$ cat src/rtl/fixed_point_sqrt_seq_pkg.sv
// Shared sizing defaults and helpers for the sequential fixed-point square root.
`ifndef WIDTH
`define WIDTH 32
`endif
`ifndef SCALE
`define SCALE 17
`endif

package fixed_point_sqrt_seq_pkg;

  typedef logic [1:0] sqrt_state_t;

  // Radicand is WIDTH+SCALE bits padded to an even count; one root bit per bit pair.
  function automatic int sqrt_iters(input int width, input int scale);
    return (width + scale + 1) / 2;
  endfunction

endpackage

$ cat src/rtl/sqrt_digit_step.sv
// One restoring square-root iteration: bring down two radicand bits, trial subtract, select.
module sqrt_digit_step
  import fixed_point_sqrt_seq_pkg::*;
#(
  parameter int REMW = 27
) (
  input  logic [REMW-1:0] rem,
  input  logic [1:0]      bits,
  input  logic [REMW-3:0] root,
  output logic [REMW-1:0] rem_nx,
  output logic [REMW-3:0] root_nx
);

  localparam int QW = REMW - 2;

  logic [REMW-1:0]      shifted;
  logic signed [REMW:0] diff;

  // The remainder never exceeds twice the partial root, so its top two bits are always zero here.
  assign shifted = REMW'({rem, bits});
  assign diff    = $signed({1'b0, shifted}) - $signed({1'b0, root, 2'b01});
  assign root_nx = QW'({root, ~diff[REMW]});
  assign rem_nx  = diff[REMW] ? shifted : diff[REMW-1:0];

endmodule

$ cat src/rtl/fixed_point_sqrt_seq.sv
// Sequential fixed-point square root: one root bit per cycle, fixed N+1 cycle latency.
`ifndef WIDTH
`define WIDTH 32
`endif
`ifndef SCALE
`define SCALE 17
`endif

module fixed_point_sqrt_seq
  import fixed_point_sqrt_seq_pkg::*;
#(
  parameter int WIDTH  = `WIDTH,
  parameter int SCALE  = `SCALE,
  parameter int ROUND  = 0,
  parameter int SIGNED = 1
) (
  input  logic             Clock,
  input  logic             Reset,
  input  logic [WIDTH-1:0] Operand,
  input  logic             iInputReady,
  output logic             oBusy,
  output logic             OutputReady,
  output logic [WIDTH-1:0] Result,
  output logic             oError
);

  localparam int N    = sqrt_iters(WIDTH, SCALE);
  localparam int RW   = 2 * N;
  localparam int REMW = N + 2;
  localparam int CW   = $clog2(N + 1);
  localparam int WX   = WIDTH + 1;

  localparam logic [1:0] ST_IDLE = 2'd0;
  localparam logic [1:0] ST_CALC = 2'd1;
  localparam logic [1:0] ST_DONE = 2'd2;

  sqrt_state_t     state;
  logic [RW-1:0]   rad;
  logic [N-1:0]    root;
  logic [N-1:0]    root_nx;
  logic [REMW-1:0] rem;
  logic [REMW-1:0] rem_nx;
  logic [CW-1:0]   cnt;
  logic            err;

  // Round to nearest: (q+0.5)^2 < R reduces to remainder > q.
  function automatic logic [WX-1:0] round_root(input logic [N-1:0] q, input logic [REMW-1:0] r);
    logic [WX-1:0] qx;
    qx = WX'(q);
    if ((ROUND != 0) && (r > REMW'(q))) qx = qx + WX'(1);
    return qx;
  endfunction

  function automatic logic [WIDTH-1:0] sat_width(input logic [WX-1:0] v);
    return v[WIDTH] ? '1 : v[WIDTH-1:0];
  endfunction

  sqrt_digit_step #(.REMW(REMW)) u_step (
    .rem     (rem),
    .bits    (rad[RW-1 -: 2]),
    .root    (root),
    .rem_nx  (rem_nx),
    .root_nx (root_nx)
  );

  assign oBusy = (state != ST_IDLE);

  always_ff @(posedge Clock) begin
    if (!Reset) begin
      state       <= ST_IDLE;
      rad         <= '0;
      root        <= '0;
      rem         <= '0;
      cnt         <= '0;
      err         <= 1'b0;
      OutputReady <= 1'b0;
      Result      <= '0;
      oError      <= 1'b0;
    end else begin
      OutputReady <= 1'b0;
      case (state)
        ST_IDLE: begin
          if (iInputReady) begin
            // Negative operands still run the full iteration count so latency is data-independent.
            rad   <= RW'(Operand) << SCALE;
            root  <= '0;
            rem   <= '0;
            cnt   <= '0;
            err   <= (SIGNED != 0) && Operand[WIDTH-1];
            state <= ST_CALC;
          end
        end
        ST_CALC: begin
          rad  <= rad << 2;
          root <= root_nx;
          rem  <= rem_nx;
          cnt  <= cnt + CW'(1);
          if (cnt == CW'(N - 1)) state <= ST_DONE;
        end
        ST_DONE: begin
          Result      <= err ? '0 : sat_width(round_root(root, rem));
          oError      <= err;
          OutputReady <= 1'b1;
          state       <= ST_IDLE;
        end
        default: state <= ST_IDLE;
      endcase
    end
  end

endmodule

$ cat config.mk
export PLATFORM = sky130hd
export DESIGN_NAME = fixed_point_sqrt_seq
export DESIGN_NICKNAME = d
export VERILOG_FILES = /design/src/rtl/fixed_point_sqrt_seq_pkg.sv /design/src/rtl/sqrt_digit_step.sv /design/src/rtl/fixed_point_sqrt_seq.sv
export SDC_FILE = /design/constraint.sdc
export NUM_CORES = 1
export LEC_CHECK = 0
export CAP_MARGIN = 20
export CORE_AREA = 2 2 121 123
export CTS_CLUSTER_DIAMETER = 100
export DETAILED_ROUTE_END_ITERATION = 6
export DIE_AREA = 0 0 123 125
export SLEW_MARGIN = 20
export SYNTH_ARGS = -nofsm -noshare
export SYNTH_HDL_FRONTEND = slang
export SYNTH_SLANG_ARGS = --single-unit
export TNS_END_PERCENT = 100
$ cat constraint.sdc
create_clock -name Clock -period 3.3 [get_ports Clock]
set_input_delay 0.66 -clock Clock [delete_from_list [all_inputs] [get_ports Clock]]
set_output_delay 0.66 -clock Clock [all_outputs]
set_load 0.05 [all_outputs]
==> flow_summary.json, run 1 <==
{
  "min_period_over_period": 0.830,
  "syn_inst": 650,
  "relSlewSlack": 0.554,
  "run_status": "completed",
  "cts_hold_buffers": 0,
  "vias": 4677,
  "drt_first_pass_iters": 4,
  "hold_depth": 2,
  "ys_seq_area_frac": 0.429,
  "setup_viol": 0,
  "ant_nets": 0,
  "hp-start": "rad[39]$_SDFFE_PN0P_",
  "die_x_um": 123,
  "drv_slew": 0,
  "drt_wl_total_um": 12400,
  "cts_setup_buffers": 0,
  "yosysWarnings": 0,
  "die_h_um": 125,
  "io_pins": 70,
  "cp_data_required_time_ns": 3.61,
  "num_rows": 44,
  "synthTopCellsByCount": "118 x dfxtp_1, 107 x nand2_1, 60 x a21oi_1, 48 x o21ai_1",
  "grt_pass1_wl_um": 21000,
  "clk_pin_slew_ns": 0.05,
  "synth-seq-cells": 118,
  "p_leak_nw": 2.69,
  "worstHoldPathType": "reg2reg",
  "worstSetupPathType": "reg2reg",
  "drt_iter0_markers": 211,
  "fmax_ghz": 0.365,
  "synth.avg_cell_area_um2": 8.47,
  "async_flop_share": 0,
  "postLayoutCellArea_um2": 6930,
  "worst_ep_arrival_time_ns": 3.05,
  "synthFlopType": "dfxtp_1",
  "htree_levels": 4,
  "end_kind": "flip-flop",
  "cts_root_buffer": "clkbuf_16",
  "drv_cap": 0,
  "n_antenna_cell": 0,
  "final_layout_size_suffix_gt1_frac": 0.0697,
  "dp.final_hpwl_um": 8520,
  "start_kind": "flip-flop",
  "syn_to_final_growth_pct": 25.8,
  "vdd_drop_max_mv": 0.673,
  "drc_errors": 0,
  "r2r_cells": 10,
  "core_area_um2": 14200,
  "grt_max_degree": 46,
  "worstReg2RegStart": "root[9]$_SDFFE_PN0P_",
  "hold_viol_final": 0,
  "grt_usage": 0.169,
  "yosys.area.top_type": "dfxtp_1",
  "yosysMostFrequentCell": "dfxtp_1",
  "yosysTopAreaCellShare": 0.429,
  "clk_latency_ns": 0.41,
  "cts.sinks": 118,
  "cts_tree": "yes",
  "cp_max_fo": 6,
  "layout.nets": 767,
  "worstMarginPinSlew_ns": 0.669,
  "r2r_setup_slack_ns": 0.56,
  "whs_endpoint": "rad[39]$_SDFFE_PN0P_",
  "grt-ovfl-total": 0,
  "synth_area_leaders": "dfxtp_1 43%, nand2_1 7.3%, ha_1 6.4%, a21oi_1 5.5%, a22o_1 4.5%",
  "cts_resized": 0,
  "cts_made_buffers": 17,
  "r2r_end": "rem[22]$_SDFFE_PN0P_",
  "synth_cell_types": 45,
  "via_per_inst": 5.19,
  "grt_setup_unrepaired": "false",
  "syn-cell-area_um2": 5510,
  "dieArea_um2": 15400,
  "finalClockSkew_ns": 0.00954,
  "portBuffers": 62,
  "power.density_nw_per_um2": 1140,
  "post-route-min-period_ns": 2.74,
  "fin_tns_setup_ns": 0,
  "cts_buffer_depth": 2,
  "grt_antenna_before_repair": 0,
  "synth_edf_count": 0,
  "post_dp_cell_area_um2": 6280,
  "start_util": 0.388,
  "grt_pass1_vias": 4581,
  "wl_per_cell_um": 13.7,
  "gp_congestion": 0.875
}
[layer usage]
layer / share of wire / track usage / up-vias
met5: 0 / 0 / -
met4: 0.016 / 0.0602 / 0
met3: 0.040 / 0.0547 / 11
met2: 0.48 / 0.282 / 79
met1: 0.46 / 0.202 / 2209
li1: - / - / 2378
[through the flow]
step	utilization	hold slack (ns)	worst slack (ns)	power [mW]	std cells
6_report	0.488	0.454	0.562	7.88	901
5_1_grt	0.488	0.474	0.369	8.51	901
4_1_cts	0.488	0.454	0.560	7.95	901
3_5_place_dp	0.442	0.447	0.579	5.92	869
3_3_place_gp	0.442	0.439	0.646	5.85	869
2_1_floorplan	-	0.432	0.741	5.23	656
[worst max-delay path by stage]
stage	slack (ns)	cells past startpoint	startpoint	to
3_3_place_gp	0.65	10	root[9]$_SDFFE_PN0P_	rem[22]$_SDFFE_PN0P_
2_1_floorplan	0.74	10	root[9]$_SDFFE_PN0P_	rem[22]$_SDFFE_PN0P_
3_5_place_dp	0.58	10	root[9]$_SDFFE_PN0P_	rem[22]$_SDFFE_PN0P_
5_1_grt	0.37	12	root[0]$_SDFFE_PN0P_	rem[0]$_SDFFE_PN0P_
6_report	0.56	10	root[9]$_SDFFE_PN0P_	rem[22]$_SDFFE_PN0P_
4_1_cts	0.56	10	root[9]$_SDFFE_PN0P_	rem[22]$_SDFFE_PN0P_
[where the power goes]
part	switching [mW]	internal, mW
Sequential	0.118	1.58
Combinational	2.24	1.95
Clock	0.627	1.36
[worst max-delay path, stage by stage, from the launching register on]
cell and delay (ns):
dfxtp_1 0.35, inv_1 0.07, ha_1 0.37, a21o_1 0.20, a21o_1 0.18, a211oi_2 0.27, nand2_2 0.11, a211o_1 0.30
o311a_1 0.32, o311a_1 0.29, a21o_1 0.18
[state kept, by name, summed over array words and instances, names as in the netlist]
signal       count
oError           1
err              1
root            25
rad             33
state            2
cnt              5
OutputReady      1
Result          25
rem             25
[cell type report]
class                      count  area, um^2
fill                        1407        7280
clock buffer                  24         502
clock inverter                 8         143
multi-input combinational    461        2860
inverter                      32         120
timing repair buffer          74         711
sequential                   118        2360
tap                          184         230
[placed cells by master (no fill, tap or decap), types with 10 or more instances in the layout]
master           count
nand2_1            107
a22o_1              28
a21oi_1             60
dfxtp_1            118
nand3_1             10
a22oi_1             29
xnor2_1             15
inv_1               32
ha_1                28
clkbuf_16           17
o21ai_1             48
buf_4               12
nor2_1              19
clkdlybuf4s50_1     62
o21ai_0             14
mux2i_1             18
[cell families after synthesis]
group | count (synthesis) | synth area share
AOI/OAI and AO/OA | 215 | 0.246
xor gates and xnor gates | 23 | 0.0366
adders and majority gates | 28 | 0.0636
buffers and inverters | 77 | 0.0586
DFF | 118 | 0.429
muxes | 18 | 0.0327
other | 1 | 0.000681
and+or+nand+nor | 170 | 0.133
(Power assumes the default switching activity.)
==> run 2, diff against run 1 <==
==> constraint.sdc (replaced) <==
create_clock -name Clock -period 2.5 [get_ports Clock]
set_input_delay 0.5 -clock Clock [delete_from_list [all_inputs] [get_ports Clock]]
set_output_delay 0.5 -clock Clock [all_outputs]
set_load 0.05 [all_outputs]
==> run 2 against run 1 <==
Sequential share of layout area down 2.5 points; count of clock-buffer cells in the layout unchanged; critical path depth unchanged; non-clock buffer count up 37; first-iteration DRC count up 12%; via count up 4.0%; design area up 8.1%; sequential power up 34%; final cell count up 4.1%; routed wire length up 4.4%; global-route usage about the same; utilization up 4.0 points; critical path type unchanged; largest cell class unchanged; highest routed layer unchanged.
==> flow_summary.json, run 2 (same netlist as run 1, synthesis figures left out) <==
{
  "critPathBufInv": 1,
  "end_kind": "flip-flop",
  "crit_chain": "inv_2, ha_4, a21o_1, a21o_1, a211oi_2, nand2_2, a211o_1, o311a_1, o311a_1, a21o_1",
  "num_rows": 44,
  "p_clk_frac": 0.201,
  "hold_viol_final": 0,
  "fmax_ghz": 0.407,
  "drv_cap": 0,
  "n_antenna_cell": 0,
  "drt_iter0_markers": 236,
  "grt_max_degree": 46,
  "grt_antenna_before_repair": 0,
  "worst_ep_arrival_time_ns": 2.77,
  "p_total_mw": 12.5,
  "clk_latency_ns": 0.42,
  "run_status": "completed",
  "core_area_um2": 14200,
  "cts_hold_buffers": 0,
  "post_dp_cell_area_um2": 6570,
  "die_h_um": 125,
  "die_x_um": 123,
  "largest_reg_flops": 33,
  "relSlewSlack": 0.390,
  "setup_viol": 0,
  "timing.final.ws_setup_ns": 0.0441,
  "ant_nets": 0,
  "pre_cts_ws_ns": -0.0160,
  "final_layout_size_suffix_gt1_frac": 0.156,
  "grt-ovfl-total": 0,
  "cp_data_required_time_ns": 2.81,
  "grt_pass1_wl_um": 21000,
  "dieArea_um2": 15400,
  "portBuffers": 62,
  "layout.nets": 804,
  "worstMarginPinSlew_ns": 0.915,
  "drc_errors": 0,
  "start_kind": "flip-flop",
  "vias": 4863,
  "p_leak_nw": 2.93,
  "worstSetupPathType": "reg2reg",
  "via_per_inst": 5.18,
  "p_sw_frac": 0.367,
  "syn_to_final_growth_pct": 36.0,
  "vdd_drop_max_mv": 0.885,
  "critical_path.top_delay_family": "compound AO/OA/AOI/OAI gates",
  "grt_usage": 0.169,
  "path_common_cell": "a21o_1",
  "htree_levels": 4,
  "clk_pin_slew_ns": 0.06,
  "grt_setup_unrepaired": "true",
  "cts_root_buffer": "clkbuf_16",
  "slowest_stage": "dfxtp_2",
  "final_core_util": 0.527,
  "min_period_over_period": 0.982,
  "drt_first_pass_iters": 4,
  "drt_wl_total_um": 12900,
  "wl_per_cell_um": 13.8,
  "cts_made_buffers": 17,
  "finalNonFillerCells": 938,
  "worstHoldPathType": "reg2reg",
  "drv_slew": 0,
  "final_cell_mix": "112 x dfxtp_1, 107 x nand2_1, 62 x clkdlybuf4s50_1",
  "area.sequential_um2": 2370,
  "fillers": 1347,
  "cts.sinks": 118,
  "start_util": 0.388,
  "cts_buffer_depth": 2,
  "power.density_nw_per_um2": 1660,
  "grt_pass1_vias": 4733,
  "switchingPower_mw": 4.58,
  "finalClockSkew_ns": 0.00887,
  "dp.cells": 900,
  "post-route-min-period_ns": 2.46,
  "p_seq_frac": 0.183,
  "intPower_mw": 7.89,
  "gp_congestion": 0.870,
  "cts_tree": "yes",
  "final_common_cell": "dfxtp_1",
  "io_pins": 70,
  "postLayoutCellArea_um2": 7490,
  "hold_ws_ns": 0.453,
  "dp.final_hpwl_um": 8740,
  "cp_slowest_stage_delay_ns": 0.34,
  "fin_tns_setup_ns": 0,
  "comb_power_share": 0.616,
  "multi_input_area_um2": 3060,
  "cp_max_fo": 3,
  "regMostFlops": "rad"
}
## run 2: cell count changes in the layout (fill, tap and decap cells not counted), moves of 2 or more
cell and change:
inv_1 -4, a21oi_1 -3, dfxtp_1 -6, ha_1 -11, a21oi_2 +3, inv_2 +4
dfxtp_2 +6, buf_12 +4, buf_4 +29, nor3_1 -2, nor3_2 +2, ha_4 +11
clkbuf_16 +3
## run 2: power by group through the flow
stage | clock [mW] | combinational (mW) | sequential, mW
2_1_floorplan | 0 | 4.68 | 2.24
3_3_place_gp | 0 | 6.09 | 2.27
3_5_place_dp | 0 | 6.17 | 2.28
4_1_cts | 2.56 | 6.22 | 2.24
5_1_grt | 2.65 | 8.33 | 2.30
6_report | 2.51 | 7.68 | 2.28
## run 2: worst paths after layout
check / from / to / slack (ns) / depth (start not counted)
worst max-delay path: root[9]$_SDFFE_PN0P_ / rem[22]$_SDFFE_PN0P_ / 0.04 / 10
worst max register to register: root[9]$_SDFFE_PN0P_ / rem[22]$_SDFFE_PN0P_ / 0.04 / 10
worst min register to register: rad[47]$_SDFFE_PN0P_ / rad[47]$_SDFFE_PN0P_ / 0.45 / 2
worst min-delay path: rad[47]$_SDFFE_PN0P_ / rad[47]$_SDFFE_PN0P_ / 0.45 / 2
## run 2: what timing repair did
action | in CTS | in global routing
buffers inserted | 0 | 2
gates cloned | 0 | 4
endpoints found under the setup margin | 1 | 26
pin swaps | 0 | 14
gates resized for setup | 1 | 39
## run 2: layout make-up
class,instances,share of cell area
Timing Repair Buffer,111,0.146
Sequential cell,118,0.316
Tap cell,184,0.0307
Inverter,32,0.0160
Clock inverter,8,0.0160
Clock buffer,24,0.0657
Multi-Input combinational cell,461,0.409
## run 2: worst min-delay path, delay by kind of cell (launching register included)
| kind | cells | cell delay [ns] |
|---|---|---|
| DFF | 1 | 0.30 |
| and+or+nand+nor | 1 | 0.05 |
| AOI/OAI and AO/OA | 1 | 0.05 |
## run 2: routing by layer
| layer | vias up | global-route usage | wire (um) | share of wire |
|---|---|---|---|---|
| li1 | 2465 | - | - | - |
| met1 | 2286 | 0.203 | 5880 | 0.45 |
| met2 | 88 | 0.274 | 6310 | 0.49 |
| met3 | 24 | 0.0625 | 482 | 0.037 |
| met4 | 0 | 0.0642 | 262 | 0.020 |
| met5 | - | 0 | 0 | 0 |
==> run 3, diff against run 2 <==
--- a/config.mk
+++ b/config.mk
@@ -10,6 +10,7 @@
 export CTS_CLUSTER_DIAMETER = 100
 export DETAILED_ROUTE_END_ITERATION = 6
 export DIE_AREA = 0 0 123 125
+export MAX_ROUTING_LAYER = met4
 export SLEW_MARGIN = 20
 export SYNTH_ARGS = -nofsm -noshare
 export SYNTH_HDL_FRONTEND = slang
==> run 3 against run 2 <==
Register-to-register slack hardly changed; utilization did not move; design area did not move; total power hardly changed; critical path depth stayed put; routed wire length about the same; sequential power is essentially flat; via count is 0.12% lower; count of clock-buffer cells in the layout did not move; first-iteration DRC count decreased by 3.0%; maximum frequency about the same.
==> flow_summary.json, run 3 (same netlist as run 1, synthesis figures left out) <==
{
  "cts_tree": "yes",
  "dp.final_hpwl_um": 8740,
  "largest_reg_flops": 33,
  "regMostFlops": "rad",
  "cp_data_required_time_ns": 2.81,
  "clk_pin_slew_ns": 0.06,
  "dieArea_um2": 15400,
  "clk_latency_ns": 0.42,
  "wl_per_cell_um": 13.8,
  "worstHoldPathType": "reg2reg",
  "drv_slew": 0,
  "grt_usage": 0.174,
  "io_pins": 70,
  "gp_congestion": 0.885,
  "start_util": 0.388,
  "n_antenna_cell": 0,
  "end_kind": "flip-flop",
  "drv_cap": 0,
  "ant_nets": 0,
  "final_layout_size_suffix_gt1_frac": 0.156,
  "die_x_um": 123,
  "syn_to_final_growth_pct": 36.0,
  "cts_root_buffer": "clkbuf_16",
  "cp_max_fo": 3,
  "hold_viol_final": 0,
  "finalClockSkew_ns": 0.00874,
  "worstSetupPathType": "reg2reg",
  "worst_ep_arrival_time_ns": 2.77,
  "worstReg2RegStart": "root[9]$_SDFFE_PN0P_",
  "hp-start": "rad[47]$_SDFFE_PN0P_",
  "grt_setup_unrepaired": "true",
  "setup_viol": 0,
  "grt_pass1_vias": 4731,
  "cts.sinks": 118,
  "hold_ws_ns": 0.453,
  "drt_first_pass_iters": 4,
  "drt_wl_total_um": 12900,
  "worstMarginPinSlew_ns": 0.908,
  "min_period_over_period": 0.982,
  "cts_made_buffers": 17,
  "fmax_ghz": 0.407,
  "cts_buffer_depth": 2,
  "layout.nets": 804,
  "via_per_inst": 5.18,
  "num_rows": 44,
  "crit_start": "root[9]$_SDFFE_PN0P_",
  "p_leak_nw": 2.93,
  "grt_pass1_wl_um": 21000,
  "final_common_cell": "dfxtp_1",
  "p_total_mw": 12.5,
  "vias": 4857,
  "vdd_drop_max_mv": 0.894,
  "grt_max_degree": 46,
  "relSlewSlack": 0.395,
  "htree_levels": 4,
  "drc_errors": 0,
  "post-route-min-period_ns": 2.46,
  "start_kind": "flip-flop",
  "power.density_nw_per_um2": 1660,
  "portBuffers": 62,
  "final_cell_mix": "112 x dfxtp_1, 107 x nand2_1, 62 x clkdlybuf4s50_1",
  "run_status": "completed",
  "core_area_um2": 14200,
  "grt_antenna_before_repair": 0,
  "die_h_um": 125,
  "drt_iter0_markers": 229,
  "grt-ovfl-total": 0
}
[run 3: repair_timing]
item	4_1_cts	5_1_grt
setup endpoints to repair	1	26
hold buffers	0	0
setup buffers	0	2
gates resized for setup	1	39
gates cloned	0	4
pin swaps	0	14
[run 3: power breakdown]
group / switching (mW) / leakage, nW / total [mW] / internal, mW
sequential: 0.183 / 0.961 / 2.28 / 2.09
clock: 0.839 / 0.296 / 2.50 / 1.67
combinational: 3.56 / 1.67 / 7.68 / 4.13
total: 4.58 / 2.93 / 12.5 / 7.89
[run 3: path summary, 6_finish.rpt]
path	end	slack (ns)	cells after the start
setup / recovery	rem[22]$_SDFFE_PN0P_	0.04	10
hold / removal	rad[47]$_SDFFE_PN0P_	0.45	2
setup reg to reg	rem[22]$_SDFFE_PN0P_	0.04	10
hold reg to reg	rad[47]$_SDFFE_PN0P_	0.45	2
[run 3: worst max-delay path: stages, from the launching register on]
cell and delay (ns):
dfxtp_2 0.34, inv_2 0.05, ha_4 0.24, a21o_1 0.16, a21o_1 0.19, a211oi_2 0.26
nand2_2 0.09, a211o_1 0.27, o311a_1 0.30, o311a_1 0.28, a21o_1 0.17
[run 3: layout make-up]
class	count	area (um^2)
timing repair buffer	111	1090
inverter	32	120
sequential	118	2370
clock inverter	8	120
multi-input combinational	461	3060
tap	184	230
fill	1347	6710
clock buffer	24	492
[run 3: routing by layer]
layer,track usage,part of all wire,wire [um]
met4,0.0742,0.019,246
met3,0.0511,0.038,493
met1,0.205,0.46,5970
met2,0.274,0.48,6230
met5,-,0,0
[run 3: per-stage QoR]
step	cell area, um^2	std cells	setup WS, ns	utilization	TNS (ns)
after global routing	7490	938	-0.0557	0.527	-0.0750
after global placement	6570	900	0.0176	0.462	0
after floorplan	5540	656	0.0336	-	0
after CTS	7180	932	0.0110	0.506	0
after detailed placement	6570	900	-0.0160	0.462	-0.0160
final	7490	938	0.0440	0.527	0
==> RTL edit 1: new RTL, flow settings as in run 3 <==
Put one more register stage on the output `oError`, with the module's reset. The value now appears one clock later. The other outputs are not delayed to match.
--- a/src/rtl/fixed_point_sqrt_seq.sv
+++ b/src/rtl/fixed_point_sqrt_seq.sv
@@ -33,6 +33,8 @@
   localparam logic [1:0] ST_IDLE = 2'd0;
   localparam logic [1:0] ST_CALC = 2'd1;
   localparam logic [1:0] ST_DONE = 2'd2;
+
+  logic oError_s0;
 
   sqrt_state_t     state;
   logic [RW-1:0]   rad;
@@ -75,7 +77,7 @@
       err         <= 1'b0;
       OutputReady <= 1'b0;
       Result      <= '0;
-      oError      <= 1'b0;
+      oError_s0   <= 1'b0;
     end else begin
       OutputReady <= 1'b0;
       case (state)
@@ -99,7 +101,7 @@
         end
         ST_DONE: begin
           Result      <= err ? '0 : sat_width(round_root(root, rem));
-          oError      <= err;
+          oError_s0   <= err;
           OutputReady <= 1'b1;
           state       <= ST_IDLE;
         end
@@ -108,5 +110,13 @@
     end
   end
 
+  always_ff @(posedge Clock) begin
+    if (!Reset) begin
+      oError <= '0;
+    end else begin
+      oError <= oError_s0;
+    end
+  end
+
 endmodule
 
Check against the original RTL: same outputs for any inputs over 10 cycles, from zero or initial values and one cycle with Reset low; that may be too few to reach the edited logic, so the function may still have changed.
==> RTL edit 1 against run 3 <==
The flow now finishes with violations (negative setup slack). Routed wire length increased by 7.1%. Sequential share of layout area decreased by 1.1 points. Final area increased by 4.2%. Utilization increased by 2.2 points. Total power decreased by 2.7%. Final cell count increased by 3.0%. Synthesized area increased by 1.1%. Setup slack got worse by 0.11 ns. Clock skew decreased by 0.0020 ns. Sequential cell count increased by 1. Critical endpoint is now rem[1].
==> RTL edit 1: results (changes against run 3) <==
stage,metric,value,unit,change
global_routing,grt_max_degree,50,,+8.7%
logic_synthesis,synth_xor_area_share,3.46,%,-0.20 points
critical_path,r2r_cells,12,,+2
power,internal-power,7.76,mW,-1.7%
critical_path,timing.rr.start,root[8],,
logic_synthesis,ys_top_cells_by_area,"dfxtp_1 (43%), ha_1 (6.3%), nor2_1 (5.3%)",,
layout,final_cells,966,,+3.0%
placed_design,hpwl,9480,um,+8.5%
logic_synthesis,synthAdderAreaFrac,6.29,%,-0.069 points
critical_path,r2r_end,rem[1],,
route,via_count,5012,,+3.2%
layout,fill_cells,1287,,-4.5%
placed_design,dp_cells,925,,+2.8%
power,ir_drop,0.00148,V,+65%
layout,nets,832,,+3.5%
logic_synthesis,ys_top_cells_by_count,"dfxtp_1 (119), nor2_1 (78), nand2_1 (65)",,
logic_synthesis,synth_compound_area_share,23.2,%,-1.4 points
critical_path,worst-path-max-fanout,9,,+6
timing,setup_violations,3,,+3
critical_path,cp.arrival,2.87,ns,+0.10 ns
timing,worstMarginPinSlew,0.526,ns,-0.382 ns
hold_path,hold_end,rem[13],,
global_routing,use_met3,5.70,%,+0.59 points
logic_synthesis,synth-seq-area-share,42.8,%,-0.10 points
timing,fin_ws,-0.0617,ns,-0.106 ns
logic_synthesis,yosys-mux-area-fraction,3.80,%,+0.53 points
layout,drive_above_1_share,20.5,%,+4.8 points
logic_synthesis,ys_types,52,,+16%
timing,fin_skew,0.00679,ns,-0.00195 ns
route,drt_iter0_drc,207,,-9.6%
global_routing,grt_usage,19.4,%,+2.0 points
global_routing,grt_util_met2,31.1,%,+3.6 points
power,power_leakage,3.18,nW,+8.4%
route,drt-wirelength-per-cell,14.3,um,+4.0%
run_status,violations,negative setup slack,,
run_status,status,"finished, violations left",,
global_routing,grt.met1_usage,23.2,%,+2.8 points
placed_design,dp_slack,-0.167,ns,-0.151 ns
## RTL edit 1: per-layer routing
metal	up-vias	part of all wire (%)
met3	16	4.4
met1	2380	46
li1	2516	-
met5	-	0
met4	0	1.5
met2	100	48
## RTL edit 1: worst max-delay path, cell delays in order (launching register included)
cell and delay [ns]:
dfxtp_2 0.33, inv_2 0.05, ha_4 0.25, and4_4 0.18
a221oi_2 0.21, o21ai_1 0.11, a21o_4 0.20, a31oi_4 0.17
o21ai_4 0.09, a211o_4 0.38, buf_12 0.16, mux2i_1 0.12
a22o_1 0.19
## RTL edit 1: how the worst max path moves through the flow
| stage | end | slack [ns] |
|---|---|---|
| floorplan | rem[10] | 0.002 |
| global placement | rem[24] | -0.15 |
| detailed placement | rem[24] | -0.17 |
| CTS | rem[1] | -0.05 |
| global route | rem[1] | -0.19 |
| finish | rem[1] | -0.06 |
## RTL edit 1: cells by family after synthesis
group / Yosys count
compound gates: 183
mux: 21
flops: 119
buf+inv: 81
xor+xnor: 22
simple gates: 184
other cells: 1
fa+ha+maj: 28
## RTL edit 1: layout make-up
cell class / instances / area share, %
repair buffers: 147 / 17.0
clock inverters: 14 / 2.34
flip-flops and latches: 119 / 30.6
well taps: 184 / 2.95
inverters: 39 / 1.88
clock buffers: 18 / 5.50
multi-input cells: 445 / 39.8
## RTL edit 1: power by group through the flow
stage / logic, mW / clock network (mW) / registers, mW
after floorplan: 4.31 / 0 / 2.26
after detailed placement: 6.24 / 0 / 2.29
after global placement: 6.18 / 0 / 2.28
after CTS: 6.86 / 2.59 / 2.26
final: 7.33 / 2.53 / 2.27
after global routing: 7.89 / 2.68 / 2.29
## RTL edit 1: what timing repair did
item | 4_1_cts | 5_1_grt
gates resized for setup | 21 | 28
buffers inserted | 6 | 3
setup endpoints to repair | 25 | 25
pin swaps | 5 | 10
## RTL edit 1: metrics by stage
stage / instance area, um2 / hold WS (ns) / TNS, ns
2_1_floorplan: 5680 / 0.430 / 0
3_3_place_gp: 6960 / 0.447 / -1.38
3_5_place_dp: 6960 / 0.464 / -2.26
4_1_cts: 7700 / 0.474 / -0.0543
5_1_grt: 7800 / 0.492 / -3.08
6_report: 7800 / 0.471 / -0.0692
==> RTL edit 2: new RTL, config.mk and constraints of run 3 <==
Made on the original files. `SCALE`: 17 -> 34.
--- a/src/rtl/fixed_point_sqrt_seq_pkg.sv
+++ b/src/rtl/fixed_point_sqrt_seq_pkg.sv
@@ -3,7 +3,7 @@
 `define WIDTH 32
 `endif
 `ifndef SCALE
-`define SCALE 17
+`define SCALE 34
 `endif
 
 package fixed_point_sqrt_seq_pkg;
Check against the original RTL: no difference found for any inputs over 10 cycles, from zero or initial values and one cycle with Reset low; that may be too few to reach the edited logic, so the function may still have changed.
==> RTL edit 2 against run 3 <==
The run now ends with negative setup slack left. Critical path depth grew 3. Setup slack lost 0.16 ns. Synthesized area up 32%. Combinational power shrank 27%. Utilization rose by 20 points. Final area up 38%. Total power down 13%. Routed wire length is 72% higher. Sequential cell count increased by 23. Critical path type unchanged. Largest power group unchanged. Highest routed layer unchanged.
==> RTL edit 2: results (changes against run 3) <==
stage,metric,value,unit,change
layout,nMultiInputCombCells,656,,+42%
run_status,violations,negative setup slack,,
global_routing,grt_pass1_vias,7003,,+48%
layout,clockBufferCount,17,,-29%
critical_path,cp-startpoint,root[2],,
route,first_pass_iters,5,,+1
layout,syn2layout_area_growth,42.9,%,
logic_synthesis,synthAdderAreaFrac,6.20,%,-0.16 points
global_routing,grt_util_met2,48.1,%,+21 points
timing,fin_tns_setup,-1.89,ns,-1.89 ns
global_routing,grt.met1_usage,36.0,%,+15 points
hold_path,hold_end,root[3],,
clock_tree,cts-resized-gates,73,,+72
layout,layout.nonclk_buf_share,18.4,%,+3.8 points
logic_synthesis,yosys-mux-area-fraction,1.24,%,-2.0 points
layout,fill_cells,1059,,-21%
timing,fin_skew,0.00590,ns,-0.00283 ns
global_routing,grt_usage,29.1,%,+12 points
layout,drive_above_1_share,26.4,%,+11 points
power,power_leakage,4.24,nW,+45%
layout,nonClockBufferCount,200,,+80%
logic_synthesis,synthesis.instances,906,,+39%
layout,nets,1136,,+41%
timing,setup_violations,32,,+32
logic_synthesis,synth-seq-area-share,38.9,%,-4.0 points
logic_synthesis,synth_xor_area_share,2.90,%,-0.76 points
logic_synthesis,ys_top_cells_by_count,"dfxtp_1 (141), nor2_1 (128), nand2_1 (103)",,
critical_path,crit_path_end,root[0],,
global_routing,grt_max_degree,41,,-11%
logic_synthesis,ys_types,65,,+44%
placed_design,portBuffers,69,,+11%
timing,worstMarginPinSlew,0.592,ns,-0.316 ns
critical_path,crit_slowest_cell,ha_1,,
placed_design,postPlaceCellArea,8810,um2,+34%
logic_synthesis,ys_top_cells_by_area,"dfxtp_1 (39%), nor2_1 (6.6%), ha_1 (6.2%)",,
placed_design,dp_slack,-0.231,ns,-0.215 ns
layout,seqCellArea,2840,um2,+20%
layout,clk_share,6.36,%,-1.8 points
route,drt-wirelength-per-cell,17.6,um,+28%
route,dr_wl_met2,11100,um,+78%
run_status,status,"finished, violations left",,
layout,design.seq.count,141,,+19%
logic_synthesis,synth_compound_area_share,28.1,%,+3.5 points
critical_path,cp.arrival,2.98,ns,+0.21 ns
timing,fin_ws,-0.116,ns,-0.160 ns
placed_design,dp_cells,1209,,+34%
power,ir_drop,0.000681,V,-24%
placed_design,place.gp.congestion,0.916,,+3.5%
hold_path,min_from,root[3],,
layout,multi_input_area,4540,um2,+48%
critical_path,r2r_cells,13,,+3
## RTL edit 2: cell count changes in the layout (fill, tap and decap cells not counted), sizes merged, moves of 14 or more
| cell | change |
|---|---|
| dfxtp | +23 |
| buf | +81 |
| o221ai | +29 |
| a21oi | +15 |
| inv | +20 |
| nor2 | +109 |
| a211oi | +33 |
| a22oi | -29 |
| a22o | -14 |
## RTL edit 2: power breakdown
group | total [mW] | internal, mW | leakage [nW] | switching [mW]
Clock | 2.84 | 1.79 | 0.322 | 1.05
Combinational | 5.59 | 2.86 | 2.77 | 2.73
Sequential | 2.46 | 2.37 | 1.15 | 0.0926
Total | 10.9 | 7.02 | 4.24 | 3.87
## RTL edit 2: worst reg2reg max path, cell delays in order (launching register included)
cell	delay (ns)
dfxtp_1	0.33
inv_1	0.06
ha_1	0.34
o211ai_1	0.12
o21ai_1	0.29
o21ai_4	0.11
a211o_1	0.31
a21oi_4	0.18
o21ai_4	0.10
buf_6	0.15
buf_12	0.13
nor2_4	0.21
buf_4	0.16
a21o_1	0.07
